**config.mk**
```make
export PLATFORM = sky130hd
export DESIGN_NAME = nway_cache_control_flat
export DESIGN_NICKNAME = d
export VERILOG_FILES = /design/src/rtl/nway_cache_control_if.sv /design/src/rtl/nway_cache_control.sv /design/src/flat_wrapper.sv
export SDC_FILE = /design/constraint.sdc
export NUM_CORES = 1
export LEC_CHECK = 0
export BUFFER_PORTS_ARGS = -buffer_cell sky130_fd_sc_hd__buf_2
export CAP_MARGIN = 25
export CELL_PAD_IN_SITES_DETAIL_PLACEMENT = 1
export CELL_PAD_IN_SITES_GLOBAL_PLACEMENT = 2
export CORE_MARGIN = 1.5
export CORE_UTILIZATION = 22
export DETAILED_ROUTE_END_ITERATION = 10
export GPL_TIMING_DRIVEN = 0
export PLACE_DENSITY = 0.82
export SYNTH_ARGS = -nofsm -noshare
export SYNTH_HDL_FRONTEND = slang
export SYNTH_SLANG_ARGS = --single-unit
```
**constraint.sdc**
```tcl
create_clock -name clk -period 3.3 [get_ports clk]
set_input_delay 0.165 -clock clk [delete_from_list [all_inputs] [get_ports clk]]
set_output_delay 0.165 -clock clk [all_outputs]
set_load 0.1 [all_outputs]
```
**src/rtl/nway_cache_control_if.sv**
```systemverilog
// Handshake and status bundle between the cache controller, its datapath,
// the CPU side and physical memory.
interface nway_cache_control_if #(
  parameter int WAYS = 4,
  parameter int SETS = 8
);
  localparam int WW = (WAYS > 1) ? $clog2(WAYS) : 1;
  localparam int SW = (SETS > 1) ? $clog2(SETS) : 1;

  logic                 mem_read;
  logic                 mem_write;
  logic [31:0]          mem_byte_enable256;
  logic [SW-1:0]        set_idx;
  logic [WAYS-1:0]      hit;
  logic [WAYS-1:0]      valid;
  logic [WAYS-1:0]      dirty;
  logic                 pmem_resp;

  logic                 mem_resp;
  logic                 pmem_read;
  logic                 pmem_write;
  logic                 pmem_address_sel;
  logic                 data_in_sel;
  logic [WW-1:0]        way_sel;
  logic [WAYS*32-1:0]   load_data;
  logic [WAYS-1:0]      load_tag;
  logic [WAYS-1:0]      load_valid;
  logic [WAYS-1:0]      load_dirty;
  logic                 valid_in;
  logic                 dirty_in;

  modport slave (
    input  mem_read, mem_write, mem_byte_enable256, set_idx,
           hit, valid, dirty, pmem_resp,
    output mem_resp, pmem_read, pmem_write, pmem_address_sel, data_in_sel,
           way_sel, load_data, load_tag, load_valid, load_dirty,
           valid_in, dirty_in
  );

  modport master (
    output mem_read, mem_write, mem_byte_enable256, set_idx,
           hit, valid, dirty, pmem_resp,
    input  mem_resp, pmem_read, pmem_write, pmem_address_sel, data_in_sel,
           way_sel, load_data, load_tag, load_valid, load_dirty,
           valid_in, dirty_in
  );
endinterface

```
**src/rtl/nway_cache_control.sv**
```systemverilog
// N-way set-associative cache controller: hit handling, dirty writeback,
// line fill, and tree pseudo-LRU replacement per set.
module nway_cache_control #(
  parameter int WAYS = 4,
  parameter int SETS = 8
) (
  input  logic                 clk,
  input  logic                 rst,
  nway_cache_control_if.slave  bus
);
  localparam int WW = (WAYS > 1) ? $clog2(WAYS) : 1;

  typedef enum logic [1:0] {
    ST_CHECK     = 2'd0,
    ST_WRITEBACK = 2'd1,
    ST_FETCH     = 2'd2
  } state_e;

  state_e            state_q, state_d;
  logic [WW-1:0]     victim_q, victim_d;
  logic [WAYS-2:0]   plru_q [SETS];

  logic              req_s;
  logic              hit_any_s;
  logic [WW-1:0]     hit_way_s;
  logic [WW-1:0]     miss_way_s;

  function automatic logic [WW-1:0] lowest_set(input logic [WAYS-1:0] v);
    logic [WW-1:0] r;
    r = '0;
    for (int i = WAYS - 1; i >= 0; i--) begin
      if (v[i]) begin
        r = WW'(i);
      end else begin
        r = r;
      end
    end
    return r;
  endfunction

  // Walk the tree from the root, following each node's pointer to a leaf.
  function automatic logic [WW-1:0] plru_victim(input logic [WAYS-2:0] t);
    logic [WW-1:0] w;
    int            node;
    w    = '0;
    node = 0;
    for (int l = 0; l < WW; l++) begin
      w[WW-1-l] = t[node];
      node      = 2 * node + 1 + int'(t[node]);
    end
    return w;
  endfunction

  function automatic logic [WAYS-2:0] plru_touch(input logic [WAYS-2:0] t,
                                                 input logic [WW-1:0]   w);
    logic [WAYS-2:0] r;
    logic            b;
    int              node;
    r    = t;
    node = 0;
    for (int l = 0; l < WW; l++) begin
      b       = w[WW-1-l];
      r[node] = ~b;
      node    = 2 * node + 1 + int'(b);
    end
    return r;
  endfunction

  assign req_s      = bus.mem_read | bus.mem_write;
  assign hit_any_s  = |bus.hit;
  assign hit_way_s  = lowest_set(bus.hit);
  assign miss_way_s = (&bus.valid) ? plru_victim(plru_q[bus.set_idx])
                                   : lowest_set(~bus.valid);

  always_ff @(posedge clk) begin
    if (rst) begin
      state_q  <= ST_CHECK;
      victim_q <= '0;
    end else begin
      state_q  <= state_d;
      victim_q <= victim_d;
    end
  end

  // Only a CPU hit refreshes replacement state; fills leave it untouched.
  always_ff @(posedge clk) begin
    if (rst) begin
      for (int s = 0; s < SETS; s++) begin
        plru_q[s] <= '0;
      end
    end else if (state_q == ST_CHECK && req_s && hit_any_s) begin
      plru_q[bus.set_idx] <= plru_touch(plru_q[bus.set_idx], hit_way_s);
    end else begin
      plru_q[bus.set_idx] <= plru_q[bus.set_idx];
    end
  end

  always_comb begin
    state_d  = state_q;
    victim_d = victim_q;
    case (state_q)
      ST_CHECK: begin
        if (req_s && !hit_any_s) begin
          victim_d = miss_way_s;
          if (bus.valid[miss_way_s] && bus.dirty[miss_way_s]) begin
            state_d = ST_WRITEBACK;
          end else begin
            state_d = ST_FETCH;
          end
        end else begin
          state_d = ST_CHECK;
        end
      end
      ST_WRITEBACK: begin
        if (bus.pmem_resp) begin
          state_d = ST_FETCH;
        end else begin
          state_d = ST_WRITEBACK;
        end
      end
      ST_FETCH: begin
        if (bus.pmem_resp) begin
          state_d = ST_CHECK;
        end else begin
          state_d = ST_FETCH;
        end
      end
      default: begin
        state_d = ST_CHECK;
      end
    endcase
  end

  // While rst is high the outputs look like an idle CHECK cycle.
  always_comb begin
    bus.mem_resp         = 1'b0;
    bus.pmem_read        = 1'b0;
    bus.pmem_write       = 1'b0;
    bus.pmem_address_sel = 1'b0;
    bus.data_in_sel      = 1'b0;
    bus.way_sel          = '0;
    bus.load_data        = '0;
    bus.load_tag         = '0;
    bus.load_valid       = '0;
    bus.load_dirty       = '0;
    bus.valid_in         = 1'b0;
    bus.dirty_in         = 1'b0;
    if (rst) begin
      bus.mem_resp = 1'b0;
    end else begin
      case (state_q)
        ST_CHECK: begin
          if (req_s && hit_any_s) begin
            bus.mem_resp = 1'b1;
            if (bus.mem_write) begin
              bus.data_in_sel                          = 1'b0;
              bus.load_data[32*int'(hit_way_s) +: 32]  = bus.mem_byte_enable256;
              bus.load_dirty[hit_way_s]                = 1'b1;
              bus.dirty_in                             = 1'b1;
            end else begin
              bus.way_sel = hit_way_s;
            end
          end else begin
            bus.mem_resp = 1'b0;
          end
        end
        ST_WRITEBACK: begin
          bus.pmem_write       = 1'b1;
          bus.pmem_address_sel = 1'b1;
          bus.way_sel          = victim_q;
        end
        ST_FETCH: begin
          bus.pmem_read                          = 1'b1;
          bus.pmem_address_sel                   = 1'b0;
          bus.data_in_sel                        = 1'b1;
          bus.load_data[32*int'(victim_q) +: 32] = 32'hFFFF_FFFF;
          bus.load_tag[victim_q]                 = 1'b1;
          bus.load_valid[victim_q]               = 1'b1;
          bus.valid_in                           = 1'b1;
          bus.load_dirty[victim_q]               = 1'b1;
          bus.dirty_in                           = 1'b0;
        end
        default: begin
          bus.mem_resp = 1'b0;
        end
      endcase
    end
  end
endmodule

```
**src/flat_wrapper.sv**
```systemverilog
// flat-port wrapper written by rule: the top's interface ports become plain ports
module nway_cache_control_flat 
#(
  parameter int WAYS = 4,
  parameter int SETS = 8
)
  (clk, rst, bus_mem_read, bus_mem_write, bus_mem_byte_enable256, bus_set_idx, bus_hit, bus_valid, bus_dirty, bus_pmem_resp, bus_mem_resp, bus_pmem_read, bus_pmem_write, bus_pmem_address_sel, bus_data_in_sel, bus_way_sel, bus_load_data, bus_load_tag, bus_load_valid, bus_load_dirty, bus_valid_in, bus_dirty_in);
  nway_cache_control_if #(.WAYS(WAYS), .SETS(SETS)) bus_i ();
  input  logic clk;
  input  logic rst;
  input wire logic [$bits(bus_i.mem_read)-1:0] bus_mem_read;
  input wire logic [$bits(bus_i.mem_write)-1:0] bus_mem_write;
  input wire logic [$bits(bus_i.mem_byte_enable256)-1:0] bus_mem_byte_enable256;
  input wire logic [$bits(bus_i.set_idx)-1:0] bus_set_idx;
  input wire logic [$bits(bus_i.hit)-1:0] bus_hit;
  input wire logic [$bits(bus_i.valid)-1:0] bus_valid;
  input wire logic [$bits(bus_i.dirty)-1:0] bus_dirty;
  input wire logic [$bits(bus_i.pmem_resp)-1:0] bus_pmem_resp;
  output wire logic [$bits(bus_i.mem_resp)-1:0] bus_mem_resp;
  output wire logic [$bits(bus_i.pmem_read)-1:0] bus_pmem_read;
  output wire logic [$bits(bus_i.pmem_write)-1:0] bus_pmem_write;
  output wire logic [$bits(bus_i.pmem_address_sel)-1:0] bus_pmem_address_sel;
  output wire logic [$bits(bus_i.data_in_sel)-1:0] bus_data_in_sel;
  output wire logic [$bits(bus_i.way_sel)-1:0] bus_way_sel;
  output wire logic [$bits(bus_i.load_data)-1:0] bus_load_data;
  output wire logic [$bits(bus_i.load_tag)-1:0] bus_load_tag;
  output wire logic [$bits(bus_i.load_valid)-1:0] bus_load_valid;
  output wire logic [$bits(bus_i.load_dirty)-1:0] bus_load_dirty;
  output wire logic [$bits(bus_i.valid_in)-1:0] bus_valid_in;
  output wire logic [$bits(bus_i.dirty_in)-1:0] bus_dirty_in;
  assign bus_i.mem_read = bus_mem_read;
  assign bus_i.mem_write = bus_mem_write;
  assign bus_i.mem_byte_enable256 = bus_mem_byte_enable256;
  assign bus_i.set_idx = bus_set_idx;
  assign bus_i.hit = bus_hit;
  assign bus_i.valid = bus_valid;
  assign bus_i.dirty = bus_dirty;
  assign bus_i.pmem_resp = bus_pmem_resp;
  assign bus_mem_resp = bus_i.mem_resp;
  assign bus_pmem_read = bus_i.pmem_read;
  assign bus_pmem_write = bus_i.pmem_write;
  assign bus_pmem_address_sel = bus_i.pmem_address_sel;
  assign bus_data_in_sel = bus_i.data_in_sel;
  assign bus_way_sel = bus_i.way_sel;
  assign bus_load_data = bus_i.load_data;
  assign bus_load_tag = bus_i.load_tag;
  assign bus_load_valid = bus_i.load_valid;
  assign bus_load_dirty = bus_i.load_dirty;
  assign bus_valid_in = bus_i.valid_in;
  assign bus_dirty_in = bus_i.dirty_in;
  nway_cache_control #(.WAYS(WAYS), .SETS(SETS)) u_core (.clk(clk), .rst(rst), .bus(bus_i));
endmodule
```
==> reports/metrics.yaml <==
outcome: "complete, no violations"
total_power_mw: 1.19
cp_top_family: "buffers and inverters"
hold_buffers: 0
synth_xor_area_share_pct: 0
vdd_drop_max_uv: 237
max_freq_ghz: 0.327
slew_viol_final: 0
fin_worst_hold_slack_ps: 201
ioPinCount: 201
clk_pin_slew_ps: 70
routedWlPerCell_um: 17.3
layout-drive-gt1-share_pct: 43.0
crit_path_start_kind: "flop"
cts_htree_levels: 1
async_flop_share_pct: 0
routed_wl_mm: 14.9
placed_area_mm2: 0.00455
worst_pin_slew_ps: 908
rr_endpoint: "u_core.plru_q[2][2]"
synth_flop_cell: "edfxtp_1"
slew_headroom_pct: 37.7
row_count: 43
reg2reg_from: "u_core.state_q[1]"
critPathKind: "reg2out"
syn-num-nets: 536
crit_path_frequent_cell: "clkbuf_1"
cp_slowest_cell: "nand4b_1"
cts_tree: "built"
die_w_um: 122
synth-adder-area-share_pct: 2.01
final_nets: 739
via_count: 4163
ys_seq_area_share_pct: 25.7
instances_no_fill: 861
numClockSinks: 28
synthSimpleGateAreaFrac_pct: 31.1
viasPerCell: 4.84
synth_compound_area_share_pct: 25.7
drt_iter0_markers: 186
syn_inst: 479
synth_most_common_cell: "a21oi_1"
worstSkewPairLatency_ps: 270
fin_worst_skew_ps: 7.27
cp.arrival_ps: 2900
hp-class: "in2reg"
synth_mux_area_share_pct: 7.11
synth-seq-cells: 28
max-clock-path-buffers: 2
gr-total-overflow: 0
synth_top_family_by_area: "simple AND/OR/NAND/NOR gates"
drtPass1Iterations: 4
whs_endpoint: "u_core.state_q[0]"
min_period_ps: 3060
syn_to_final_growth_pct: 50.2
synth_area_leaders: "edfxtp_1 (23%), a21oi_1 (22%), nand2_1 (13%)"
r2r_cells: 6
synth_edf_count: 24
grt_pass1_wl_mm: 22.8
ys_top_cells_by_count: "a21oi_1 (135), nand2_1 (109), nor2_1 (71)"
drv_cap: 0
synth_top_cell_area_share_pct: 23.1
gp_congestion: 0.810
dp.cells: 857
insertedDiodeCount: 0
numPortBuffers: 198
holdCritStartpoint: "bus_pmem_resp"
syn_avg_cell_area_um2: 6.50
setup_violations: 0
start_util_pct: 22.5
die_h_um: 122
crit_chain: "clkbuf_1 -> nand4b_1 -> a21o_1 -> clkbuf_1 -> a21oi_2 -> buf_2"
yosysTopAreaCell: "edfxtp_1"
netlist_area_mm2: 0.00312
track_usage_pct: 19.4
synthDistinctLibCells: 43
cp.buffers_inverters: 3
die_area_mm2: 0.0149
coreArea_mm2: 0.0138
grt_antenna_before_repair: 0
end_kind: "output port"
first_global_vias: 4212
rsz0062_at_grt: "yes"
cp_max_fo: 10
cts_buffers: 3
dp_hpwl_mm: 12.0
postCtsSetupRepairBufs: 0
final.period_utilization_pct: 92.7
hold_viol: 0
max_stage_delay_ps: 520
clock-root-buffer: "clkbuf_16"
yosys_warnings: 0
hold_depth: 3
rrSetupSlack_ps: 870
drtAntennaViolNets: 0
p_leak_nw: 2.00
route.detailed.drc: 0
powerDensity_mw_per_mm2: 255
grt_max_degree: 17
required_ps: 3130
fin_area_mm2: 0.00468
## placed cells by master (no fill, tap or decap), drive strengths merged
master / instances
clkbuf: 38
nand3: 3
nor3b: 4
a21oi: 135
edfxtp: 24
bufinv: 1
o21ai: 6
mux4: 6
or2: 1
a2111o: 2
o2111ai: 1
nor2b: 4
o221a: 1
nand3b: 2
nor2: 71
nand2: 109
or3: 1
o21bai: 1
buf: 216
and2: 2
a21o: 3
mux2: 3
inv: 7
nand2b: 10
nand4: 3
nand4b: 1
nor3: 6
or4: 2
and3b: 1
and3: 1
mux2i: 4
o31a: 1
ha: 5
dfxtp: 4
nor4b: 1
o21a: 1
## metal layers
metal / up-vias / share of wire (%) / track usage [%]
met4: 0 / 1.3 / 3.60
met1: 1970 / 42 / 24.0
met3: 20 / 6.0 / 4.12
met2: 139 / 51 / 34.7
met5: - / 0 / 0
li1: 2034 / - / -
## per-stage QoR
step	util [%]	setup slack (ps)	TNS, ps
3_5_place_dp	32.9	-275	-7050
3_3_place_gp	32.9	-187	-1910
6_report	33.8	240	0
2_1_floorplan	-	-87.2	-254
5_1_grt	33.8	-22.9	-24.6
4_1_cts	33.7	13.4	0
## sequential cells by signal, summed over array words and instances (netlist names)
signal,count
u_core.state_q,2
u_core.victim_q,2
u_core.plru_q,24
## power by group
part	switching, mW	leakage, nW	total [mW]	internal, mW
clock	0.121	0.0511	0.363	0.242
combinational	0.315	1.67	0.422	0.107
sequential	0.00602	0.282	0.407	0.401
total	0.443	2.00	1.19	0.750
## worst max-delay path by stage
stage | from | endpoint | slack, ps | depth (start not counted)
floorplan | bus_hit[3] | bus_load_data[30] | -90 | 7
global placement | bus_hit[3] | bus_load_data[117] | -190 | 8
detailed placement | bus_hit[3] | bus_load_data[117] | -270 | 8
CTS | bus_hit[3] | bus_load_data[117] | 10 | 9
global route | bus_hit[3] | bus_load_data[38] | -20 | 9
finish | u_core.state_q[1] | bus_load_data[124] | 240 | 6
## timing repair
action                                 CTS  global route
endpoints found under the hold margin    0             0
resized for setup                        1             6
setup endpoints to repair               60            21
## final cells by class
| class | instances | area [µm²] |
|---|---|---|
| clock inverter | 1 | 30.0 |
| fill | 1798 | 9150 |
| multi-input combinational | 391 | 2300 |
| timing repair buffer | 198 | 991 |
| tap | 180 | 225 |
| sequential | 28 | 801 |
| buffer | 53 | 235 |
| inverter | 7 | 26.3 |
| clock buffer | 3 | 75.1 |
## worst register-to-register path: stages, from the launching register on
cell	delay, ps
dfxtp_1	310
clkbuf_1	350
nor2_1	170
and3b_2	270
o21ai_1	150
mux2i_1	780
nor2_1	130
## logic make-up (layout without fill, tap and decap cells)
logic type	after synthesis	after routing
compound gates	151	151
mux	13	13
flops	28	28
fa+ha+maj	5	5
buf+inv	60	262
simple gates	222	222
(Power assumes the default switching activity.)
